===== src/rtl/io_port_pkg.sv =====
// Shared register-map constants and offset helpers for the IO port bank.
package io_port_pkg;

    localparam logic [1:0] OFF_OUT    = 2'd0;
    localparam logic [1:0] OFF_IN     = 2'd1;
    localparam logic [1:0] OFF_STATUS = 2'd2;
    localparam logic [1:0] OFF_ENABLE = 2'd3;
    localparam int         STRIDE     = 4;

    function automatic logic [3:0] reg_offset(input int port, input logic [1:0] off);
        return 4'(STRIDE * port) + {2'b00, off};
    endfunction

    // NMISEL sits directly after the last channel's register group.
    function automatic logic [3:0] nmisel_offset(input int num_ports);
        return 4'(STRIDE * num_ports);
    endfunction

endpackage


===== src/rtl/io_port_chan.sv =====
// One 8-bit port channel: input synchroniser, rise detect, OUT/STATUS/ENABLE
// registers and the per-channel pending flag.
module io_port_chan (
    input  logic       clk,
    input  logic       reset,
    input  logic [7:0] pins_in,
    input  logic       wr_out,
    input  logic       wr_status,
    input  logic       wr_enable,
    input  logic [7:0] wdata,
    output logic [7:0] out_o,
    output logic [7:0] in_o,
    output logic [7:0] status_o,
    output logic [7:0] enable_o,
    output logic       pend_o
);

    logic [7:0] meta_q,   meta_d;
    logic [7:0] sync_q,   sync_d;
    logic [7:0] prev_q,   prev_d;
    logic [7:0] armed_q,  armed_d;
    logic [1:0] fill_q,   fill_d;
    logic [7:0] out_q,    out_d;
    logic [7:0] status_q, status_d;
    logic [7:0] enable_q, enable_d;
    logic [7:0] rise;

    // A bit only becomes armed once the synchroniser has filled and has seen
    // it low, so inputs already high at reset release never count as a rise.
    assign rise = sync_q & ~prev_q & armed_q;

    // NOTE: every always_comb output gets a default first, so no path can
    // leave a value unassigned and infer a latch.
    always_comb begin
        meta_d   = pins_in;
        sync_d   = meta_q;
        prev_d   = sync_q;
        fill_d   = {fill_q[0], 1'b1};
        armed_d  = armed_q | ({8{fill_q[1]}} & ~sync_q);
        out_d    = out_q;
        enable_d = enable_q;
        status_d = status_q;
        if (wr_out)    out_d    = wdata;
        if (wr_enable) enable_d = wdata;
        if (wr_status) status_d = status_q & ~wdata;
        // Set wins over a same-edge clear.
        status_d = status_d | rise;
    end

    // NOTE: sequential state uses non-blocking assignments so every flop
    // samples the pre-edge values regardless of statement order.
    always_ff @(posedge clk or posedge reset) begin
        if (reset) begin
            meta_q   <= '0;
            sync_q   <= '0;
            prev_q   <= '0;
            armed_q  <= '0;
            fill_q   <= '0;
            out_q    <= '0;
            status_q <= '0;
            enable_q <= '0;
        end else begin
            meta_q   <= meta_d;
            sync_q   <= sync_d;
            prev_q   <= prev_d;
            armed_q  <= armed_d;
            fill_q   <= fill_d;
            out_q    <= out_d;
            status_q <= status_d;
            enable_q <= enable_d;
        end
    end

    assign out_o    = out_q;
    assign in_o     = sync_q;
    assign status_o = status_q;
    assign enable_o = enable_q;
    assign pend_o   = |(status_q & enable_q);

endmodule


===== src/rtl/io_port_bank.sv =====
// Memory-mapped bank of NUM_PORTS 8-bit IO channels with edge-triggered
// interrupt status, per-port irq/nmi routing and registered read data.
module io_port_bank
    import io_port_pkg::*;
#(
    parameter logic [15:0] BASE_ADDR = 16'hBFF0,
    parameter int          NUM_PORTS = 2,
    parameter bit          LEGACY    = 1'b1
) (
    input  logic                   clk,
    input  logic                   reset,
    input  logic                   ready,
    input  logic [15:0]            address_next,
    input  logic                   write_next,
    input  logic [7:0]             data_i,
    input  logic [8*NUM_PORTS-1:0] pins_in,
    output logic [8*NUM_PORTS-1:0] pins_out,
    output logic [7:0]             data_o,
    output logic                   hit,
    output logic                   irq,
    output logic                   nmi
);

    logic                           in_window;
    logic [3:0]                     offset;
    logic                           wr_en;
    logic [NUM_PORTS-1:0][7:0]      chan_out;
    logic [NUM_PORTS-1:0][7:0]      chan_in;
    logic [NUM_PORTS-1:0][7:0]      chan_status;
    logic [NUM_PORTS-1:0][7:0]      chan_enable;
    logic [NUM_PORTS-1:0]           chan_pend;
    logic [NUM_PORTS-1:0]           wr_out, wr_status, wr_enable;
    logic [7:0]                     rdata;

    logic [NUM_PORTS-1:0] nmisel_q, nmisel_d;
    logic [7:0]           data_o_q, data_o_d;
    logic                 hit_q,    hit_d;
    logic                 irq_q,    irq_d;
    logic                 nmi_q,    nmi_d;

    assign in_window = (address_next[15:4] == BASE_ADDR[15:4]);
    assign offset    = address_next[3:0];
    assign wr_en     = ready & in_window & write_next;

    for (genvar p = 0; p < NUM_PORTS; p++) begin : g_chan
        assign wr_out[p]    = wr_en && (offset == reg_offset(p, OFF_OUT));
        assign wr_status[p] = wr_en && (offset == reg_offset(p, OFF_STATUS));
        assign wr_enable[p] = wr_en && (offset == reg_offset(p, OFF_ENABLE));

        io_port_chan u_chan (
            .clk       (clk),
            .reset     (reset),
            .pins_in   (pins_in[8*p +: 8]),
            .wr_out    (wr_out[p]),
            .wr_status (wr_status[p]),
            .wr_enable (wr_enable[p]),
            .wdata     (data_i),
            .out_o     (chan_out[p]),
            .in_o      (chan_in[p]),
            .status_o  (chan_status[p]),
            .enable_o  (chan_enable[p]),
            .pend_o    (chan_pend[p])
        );
    end

    // Read mux works on pre-edge register values, so a same-edge write
    // returns the old contents.
    always_comb begin
        rdata = 8'h00;
        for (int p = 0; p < NUM_PORTS; p++) begin
            if (offset == reg_offset(p, OFF_OUT))    rdata = chan_out[p];
            if (offset == reg_offset(p, OFF_IN))     rdata = chan_in[p];
            if (offset == reg_offset(p, OFF_STATUS)) rdata = chan_status[p];
            if (offset == reg_offset(p, OFF_ENABLE)) rdata = chan_enable[p];
        end
        if (offset == nmisel_offset(NUM_PORTS)) rdata[NUM_PORTS-1:0] = nmisel_q;
    end

    always_comb begin
        nmisel_d = nmisel_q;
        data_o_d = data_o_q;
        hit_d    = hit_q;
        if (wr_en && (offset == nmisel_offset(NUM_PORTS)))
            nmisel_d = data_i[NUM_PORTS-1:0];
        if (ready) begin
            hit_d    = in_window;
            data_o_d = in_window ? rdata : 8'h00;
        end
    end

    always_comb begin
        irq_d = LEGACY & chan_out[0][0];
        nmi_d = LEGACY & chan_out[0][1];
        for (int p = 0; p < NUM_PORTS; p++) begin
            irq_d = irq_d | (~nmisel_q[p] & chan_pend[p]);
            nmi_d = nmi_d | ( nmisel_q[p] & chan_pend[p]);
        end
    end

    always_ff @(posedge clk or posedge reset) begin
        if (reset) begin
            nmisel_q <= '0;
            data_o_q <= '0;
            hit_q    <= 1'b0;
            irq_q    <= 1'b0;
            nmi_q    <= 1'b0;
        end else begin
            nmisel_q <= nmisel_d;
            data_o_q <= data_o_d;
            hit_q    <= hit_d;
            irq_q    <= irq_d;
            nmi_q    <= nmi_d;
        end
    end

    assign pins_out = chan_out;
    assign data_o   = data_o_q;
    assign hit      = hit_q;
    assign irq      = irq_q;
    assign nmi      = nmi_q;

endmodule


===== config.mk =====
export PLATFORM = sky130hd
export DESIGN_NAME = io_port_bank
export DESIGN_NICKNAME = d
export VERILOG_FILES = /design/src/rtl/io_port_pkg.sv /design/src/rtl/io_port_chan.sv /design/src/rtl/io_port_bank.sv
export SDC_FILE = /design/constraint.sdc
export NUM_CORES = 1
export LEC_CHECK = 0
export CORE_AREA = 8 8 114 116
export DETAILED_ROUTE_END_ITERATION = 6
export DIE_AREA = 0 0 122 124
export GPL_TIMING_DRIVEN = 0
export PLACE_DENSITY = 0.72
export SYNTH_ARGS = -nofsm -noshare
export SYNTH_HDL_FRONTEND = slang
export SYNTH_HIERARCHICAL = 1
export SYNTH_SLANG_ARGS = --single-unit

===== constraint.sdc =====
create_clock -name clk -period 1.6 [get_ports clk]
set_input_delay 0.16 -clock clk [delete_from_list [all_inputs] [get_ports clk]]
set_output_delay 0.16 -clock clk [all_outputs]
set_load 0.02 [all_outputs]

======== Yosys cells after proc, flatten, opt, wreduce, memory -nomap -nowiden ========
Index checks and enable logic that the tools add are counted.
word-level totals
  bits in registers ....................... 129
  bits of input ports ..................... 44
  logic and storage cells ................. 83
operators by class
  equality and inequality tests ........... 9
  mux-type cells .......................... 12
  bitwise gates (word level) .............. 31
  reduce and logical (&&, ||, !) cells .... 10
operators by type and width
  kind                                                  number
  two-way mux 8 bit                                     11
  bitwise AND 8 bit                                     10
  NOT 8 bit                                             5
  bitwise OR 8 bit                                      4
  equality test 4 x 3 -> 1 bit (second input constant)  4
  OR reduction 8 bit                                    2
  equality test 12 bit (second input constant)          1
  equality test 4 x 2 -> 1 bit (second input constant)  2
  logical AND 1 bit                                     7
  bitwise AND 1 bit                                     6
  equality test 4 x 1 -> 1 bit (second input constant)  1
  equality test 4 bit (second input constant)           1
  zero test 4 bit                                       1
  bitwise OR 1 bit                                      4
  two-way mux 2 bit                                     1
  NOT 1 bit                                             2

======== Depth between registers and ports, before layout ========
  depth in word-level cells ............... 11
  depth in mapped cells ................... 8
  mapped depth without buffers ............ 6

======== Cells and area by module ========
The synthesis kept the hierarchy.
by module, submodules not included
  module        times used  cells each  area each (um2)  sequential area each (um2)
  io_port_chan  2           125         1988.2           1451.4
  io_port_bank  1           149         1335.0           325.3

======== Worst setup path before layout ========
OpenSTA, ideal clock, no wires.
  kind .................................... input to register
  start point ............................. input address_next[6]
  end point ............................... register g_chan[1].u_chan.out_q[0]
  data arrival time ....................... 1562 ps
  data required time ...................... 1475 ps
  path slack .............................. -88 ps
  stages .................................. 7
  buffers on the path ..................... 2
  cells stage by stage .................... nand4_1 > nor4_1 > buf_2 > nand3_1 > nor3_1 > buf_6 > mux2_4
between the ends
  longest elaborated chain between the ends .. 4
ends and longest elaborated chain
  element                         line                source
  from (decl)                     io_port_bank.sv:13  input logic [15:0] address_next,
  equality test 12 bit            io_port_bank.sv:41  assign in_window = (address_next[15:4] == BASE_ADDR[15:4]);
  bitwise AND 1 bit (2 in a row)  io_port_bank.sv:43  assign wr_en = ready & in_window & write_next;
  logical AND 1 bit               io_port_bank.sv:46  assign wr_out[p] = wr_en && (offset == reg_offset(p, OFF_OUT));
  net wr_out[1]                   io_port_bank.sv:32  logic [NUM_PORTS-1:0] wr_out, wr_status, wr_enable;
  to (signal assigned)            io_port_chan.sv:68  out_q <= out_d;
  to (decl)                       io_port_chan.sv:23  logic [7:0] out_q, out_d;
The timed path passes the listed nets, and every way through them passes these cells.
A chain may end at the register's enable or synchronous reset.

======== Final worst setup path ========
  start point ............................. register g_chan[0].u_chan.out_q[7]
  end point ............................... output pins_out[7]
RTL lines
  element                 line                source
  from (decl)             io_port_chan.sv:23
  from (signal assigned)  io_port_chan.sv:68
  to (decl)               io_port_bank.sv:17  output logic [8*NUM_PORTS-1:0] pins_out,
No word-level cell between the ends.

==> flow_results.org <==
** Routing
- Detailed Routing Iterations Pass 1 :: 4
- In the routed layout, each cell is associated on average with a via count of 5.54.
- The final layout contains routed wiring with a total length of 13100 um.
- After detailed routing, the number of remaining DRC violations is 0.
- Initial drt markers :: 265
- After detailed routing, the average wire length per cell comes to 20.1 um.
- The routed layout has 3612 vias.
- Post-route antenna net violation count :: 0

** Die
- Area of the placeable core :: 11200 um2
- 71 I/O pins were placed.
- The floorplan has 39 rows.
- The initial utilization of the core area, before any placement, comes to 47.5%.
- Width of the chip :: 122 um
- The die covers 15100 um2.
- From bottom edge to top edge, the die measures 124 um.

** Clocking
- Clk slew on worst S/H paths :: 0.05 ns
- Number of buffers on the longest clock path :: 2
- Clock latency on the worst-skew pair :: 0.40 ns
- TritonCTS created 17 clock buffers.
- CTS tree :: yes
- Number of H-tree branching levels :: 4
- CTS Hold Bufs :: 0
- CTS placed an instance of sky130_fd_sc_hd__clkbuf_16 at the clock tree root.
- CTS saw 129 sinks.

** Synthesis
- During synthesis, Yosys emitted a total of 6 warnings.
- Counting every net in the synthesized netlist gives 443.
- In this run, synthesis inferred 0 flip-flops with an integrated enable.
- Cell types with the largest area share after synthesis :: sky130_fd_sc_hd__dfrtp_1 61%, sky130_fd_sc_hd__mux2_4 9.0%, sky130_fd_sc_hd__mux2i_1 3.4%
- Synthesis instantiated 44 different standard cells from the library.
- By instance count, the leading cell after synthesis is sky130_fd_sc_hd__dfrtp_1.
- Sequential cells were found to cover 60.8% of the synthesized design area.
- After synthesis, the mean cell area works out to 13.3 um2.
- In this run, synthesis produced a sequential element count of 129.
- Synthesized area :: 5310 um2
- Most used flip-flop cell after synthesis :: sky130_fd_sc_hd__dfrtp_1
- Proportion of synthesized flip-flops having asynchronous set or reset :: 100%
- Of the post-synthesis cell area, the dominant cell type holds 60.8%.
- Synthesis produced 399 cells.
- Commonest cells in the synthesized netlist :: 129 x sky130_fd_sc_hd__dfrtp_1, 42 x sky130_fd_sc_hd__nand2_1, 32 x sky130_fd_sc_hd__mux2_4
- Of all cell types, the one taking the most synthesized area is sky130_fd_sc_hd__dfrtp_1.

** Cells and area
- In the final design database the tool counted 542 nets.
- Layout cell share with drive strength beyond 1 :: 22.4%
- Post-synthesis to final-layout area growth :: 31.2%
- Filler-free cell count of the finished design :: 652
- The number of antenna diodes in the final layout is 0.
- Fill cell instance count of the final layout :: 866

** Worst setup path
- Largest delay share family, worst path :: buffers and inverters
- Kind of critical path :: reg2out
- Cell-by-cell listing of the critical path :: clkdlybuf4s50_1
- Crit Path Max Fanout :: 3
- STA puts the critical path data required time at 1.44 ns.
- STA classifies the critical path endpoint as an output port.
- Critical path's largest stage delay :: 0.63 ns
- Counting both buffers and inverters, the worst setup path holds a total of 1.
- At the worst endpoint, the arrival time is 1.41 ns.
- Critical Path Slowest Stage Cell :: sky130_fd_sc_hd__clkdlybuf4s50_1
- STA classifies the critical path startpoint as a flop.

** Timing
- The worst pin sits at a relative slew slack of 58.8%.
- Setup violations remaining at the end of the flow were counted as 0.
- Clk_skew :: 0.00381 ns
- The final critical path takes up 98.1% of the cycle.
- Static timing analysis puts the maximum clock frequency at 637 MHz.
- Hold timing on the final database bottoms out at a slack of 0.120 ns.
- Tmin final :: 1.57 ns
- The number of pins exceeding their max-slew limit in the final report was 0.
- Hold violation total from the final report :: 0
- At the pin with the least slew margin, the transition time is 0.618 ns.
- Summed negative setup slack over all endpoints :: 0 ns

** Global route
- The first global-routing pass estimated 20800 um of wire.
- Summed over all layers, the global routing overflow is 0.
- The via count of the first global-routing pass was 3917.
- The number of antenna violations at the first check in global routing was 0.
- Overall fraction of global-route tracks in use :: 18.1%
- Entering global routing, the biggest net connects 46 pins.

** Place
- Routability-driven placement finished with a final weighted congestion of 0.848.
- Once detailed placement completed, the half-perimeter wirelength came to 9160 um.
- During placement, the flow inserted port buffers numbering 69.
- Once placement completed, the tool counted placed cells totaling 613.

** Power
- The design draws 7.52 mW.
- Internal power :: 5.94 mW
- In this run the power spent charging and discharging nets is 1.59 mW.
- For this design the static power due to leakage is 3.38 nW.
- Power density normalized to cell area :: 1080 nW/um2
- Reg power frac :: 44.8%
- In this run switching power makes up 21.1% of total power.
- The worst-case IR drop observed on VDD is 0.635 mV.
- Fraction of power consumed by the clock network :: 49.5%
- Combinational logic is responsible for 5.7% of the overall power.

** Job
- Max-capacitance violation count :: 0

** Worst hold path
- Worst Hold Class :: in2async

** Status
- The run finished with clean final reports.
cell families after synthesis:
group	Yosys count	synth area share, %
compound gates	83	12.0
buf+inv	45	4.59
flops	129	60.8
mux	60	15.1
other cells	2	0.141
simple gates	80	7.47
worst paths after layout:
path                       cells after the start                                  endpoint                                   from  slack (ns)
max                                            1                               pins_out[7]  g_chan[0].u_chan/out_o[7]$_DFFE_PP0P_        0.03
min                                            2  g_chan[1].u_chan/enable_o[1]$_DFFE_PP0P_                                  reset        0.12
max reg2reg                                    4                     data_o[0]$_DFFE_PP0P_  g_chan[0].u_chan/out_o[0]$_DFFE_PP0P_        0.11
min reg2reg                                    0        g_chan[0].u_chan/in_o[1]$_DFF_PP0_   g_chan[0].u_chan/meta_q[1]$_DFF_PP0_        0.34
max in group asynchronous                      3        g_chan[0].u_chan/in_o[2]$_DFF_PP0_                                  reset        0.78
min in group clk                               1      g_chan[1].u_chan/meta_q[2]$_DFF_PP0_                            pins_in[10]        0.19
power groups by stage:
stage	logic (mW)	clock network [mW]	registers, mW
5_1_grt	0.472	3.95	3.37
4_1_cts	0.426	3.79	3.37
2_1_floorplan	0.214	0	3.41
6_report	0.432	3.72	3.37
3_3_place_gp	0.409	0	3.42
3_5_place_dp	0.429	0	3.42
state kept, by name (all words and copies together), names as in the netlist:
signal,cells
g_chan.u_chan/status_o,16
nmi,1
g_chan.u_chan/fill_q,4
g_chan.u_chan/enable_o,16
g_chan.u_chan/out_o,16
g_chan.u_chan/in_o,16
g_chan.u_chan/prev_q,16
irq,1
hit,1
data_o,8
nmisel_q,2
g_chan.u_chan/meta_q,16
g_chan.u_chan/armed_q,16
per-layer routing:
layer  part of all wire (%)  wire length [um]  track usage [%]  vias to the layer above
met5                      0                 0                0                        -
met4                    1.6               205             6.63                        0
met3                    6.2               814             5.49                       16
met2                     49              6410             29.1                      108
met1                     43              5680             22.8                     1873
li1                       -                 -                -                     1615
layout by cell type, fill, tap and decap left out, types with 8 or more instances in the layout:
| master | n |
|---|---|
| sky130_fd_sc_hd__a21o_1 | 23 |
| sky130_fd_sc_hd__a22oi_1 | 8 |
| sky130_fd_sc_hd__buf_4 | 16 |
| sky130_fd_sc_hd__clkbuf_16 | 17 |
| sky130_fd_sc_hd__clkdlybuf4s50_1 | 37 |
| sky130_fd_sc_hd__dfrtp_1 | 129 |
| sky130_fd_sc_hd__dlygate4sd2_1 | 14 |
| sky130_fd_sc_hd__dlymetal6s2s_1 | 15 |
| sky130_fd_sc_hd__inv_1 | 21 |
| sky130_fd_sc_hd__mux2_2 | 8 |
| sky130_fd_sc_hd__mux2_4 | 32 |
| sky130_fd_sc_hd__mux2i_1 | 18 |
| sky130_fd_sc_hd__nand2_1 | 42 |
| sky130_fd_sc_hd__o21ai_0 | 9 |
| sky130_fd_sc_hd__o2bb2ai_1 | 16 |
cell type report:
type | count | area [um2] | share of cell area [%]
tap | 143 | 179 | 2.57
inverter | 24 | 90.1 | 1.29
buffer | 20 | 164 | 2.35
clock inverter | 11 | 141 | 2.03
multi-input combinational | 225 | 1920 | 27.5
clock buffer | 19 | 433 | 6.21
sequential | 129 | 3230 | 46.3
timing repair buffer | 81 | 818 | 11.7
stage by stage:
stage               setup slack, ns  utilization (%)  instance area (um2)
detailed placement           -0.832             55.8                 6240
floorplan                    0.0105                -                 5330
global route                -0.0386             62.4                 6970
finish                       0.0297             62.4                 6970
CTS                         0.00297             61.6                 6890
global placement             -0.998             55.5                 6200
what timing repair did:
item / in CTS / in global routing
pin swaps: 7 / 4
cloned: 0 / 1
endpoints found under the setup margin: 52 / 51
gates resized for setup: 28 / 24
setup buffers: 7 / 2
Power figures use the tool's default switching activity.
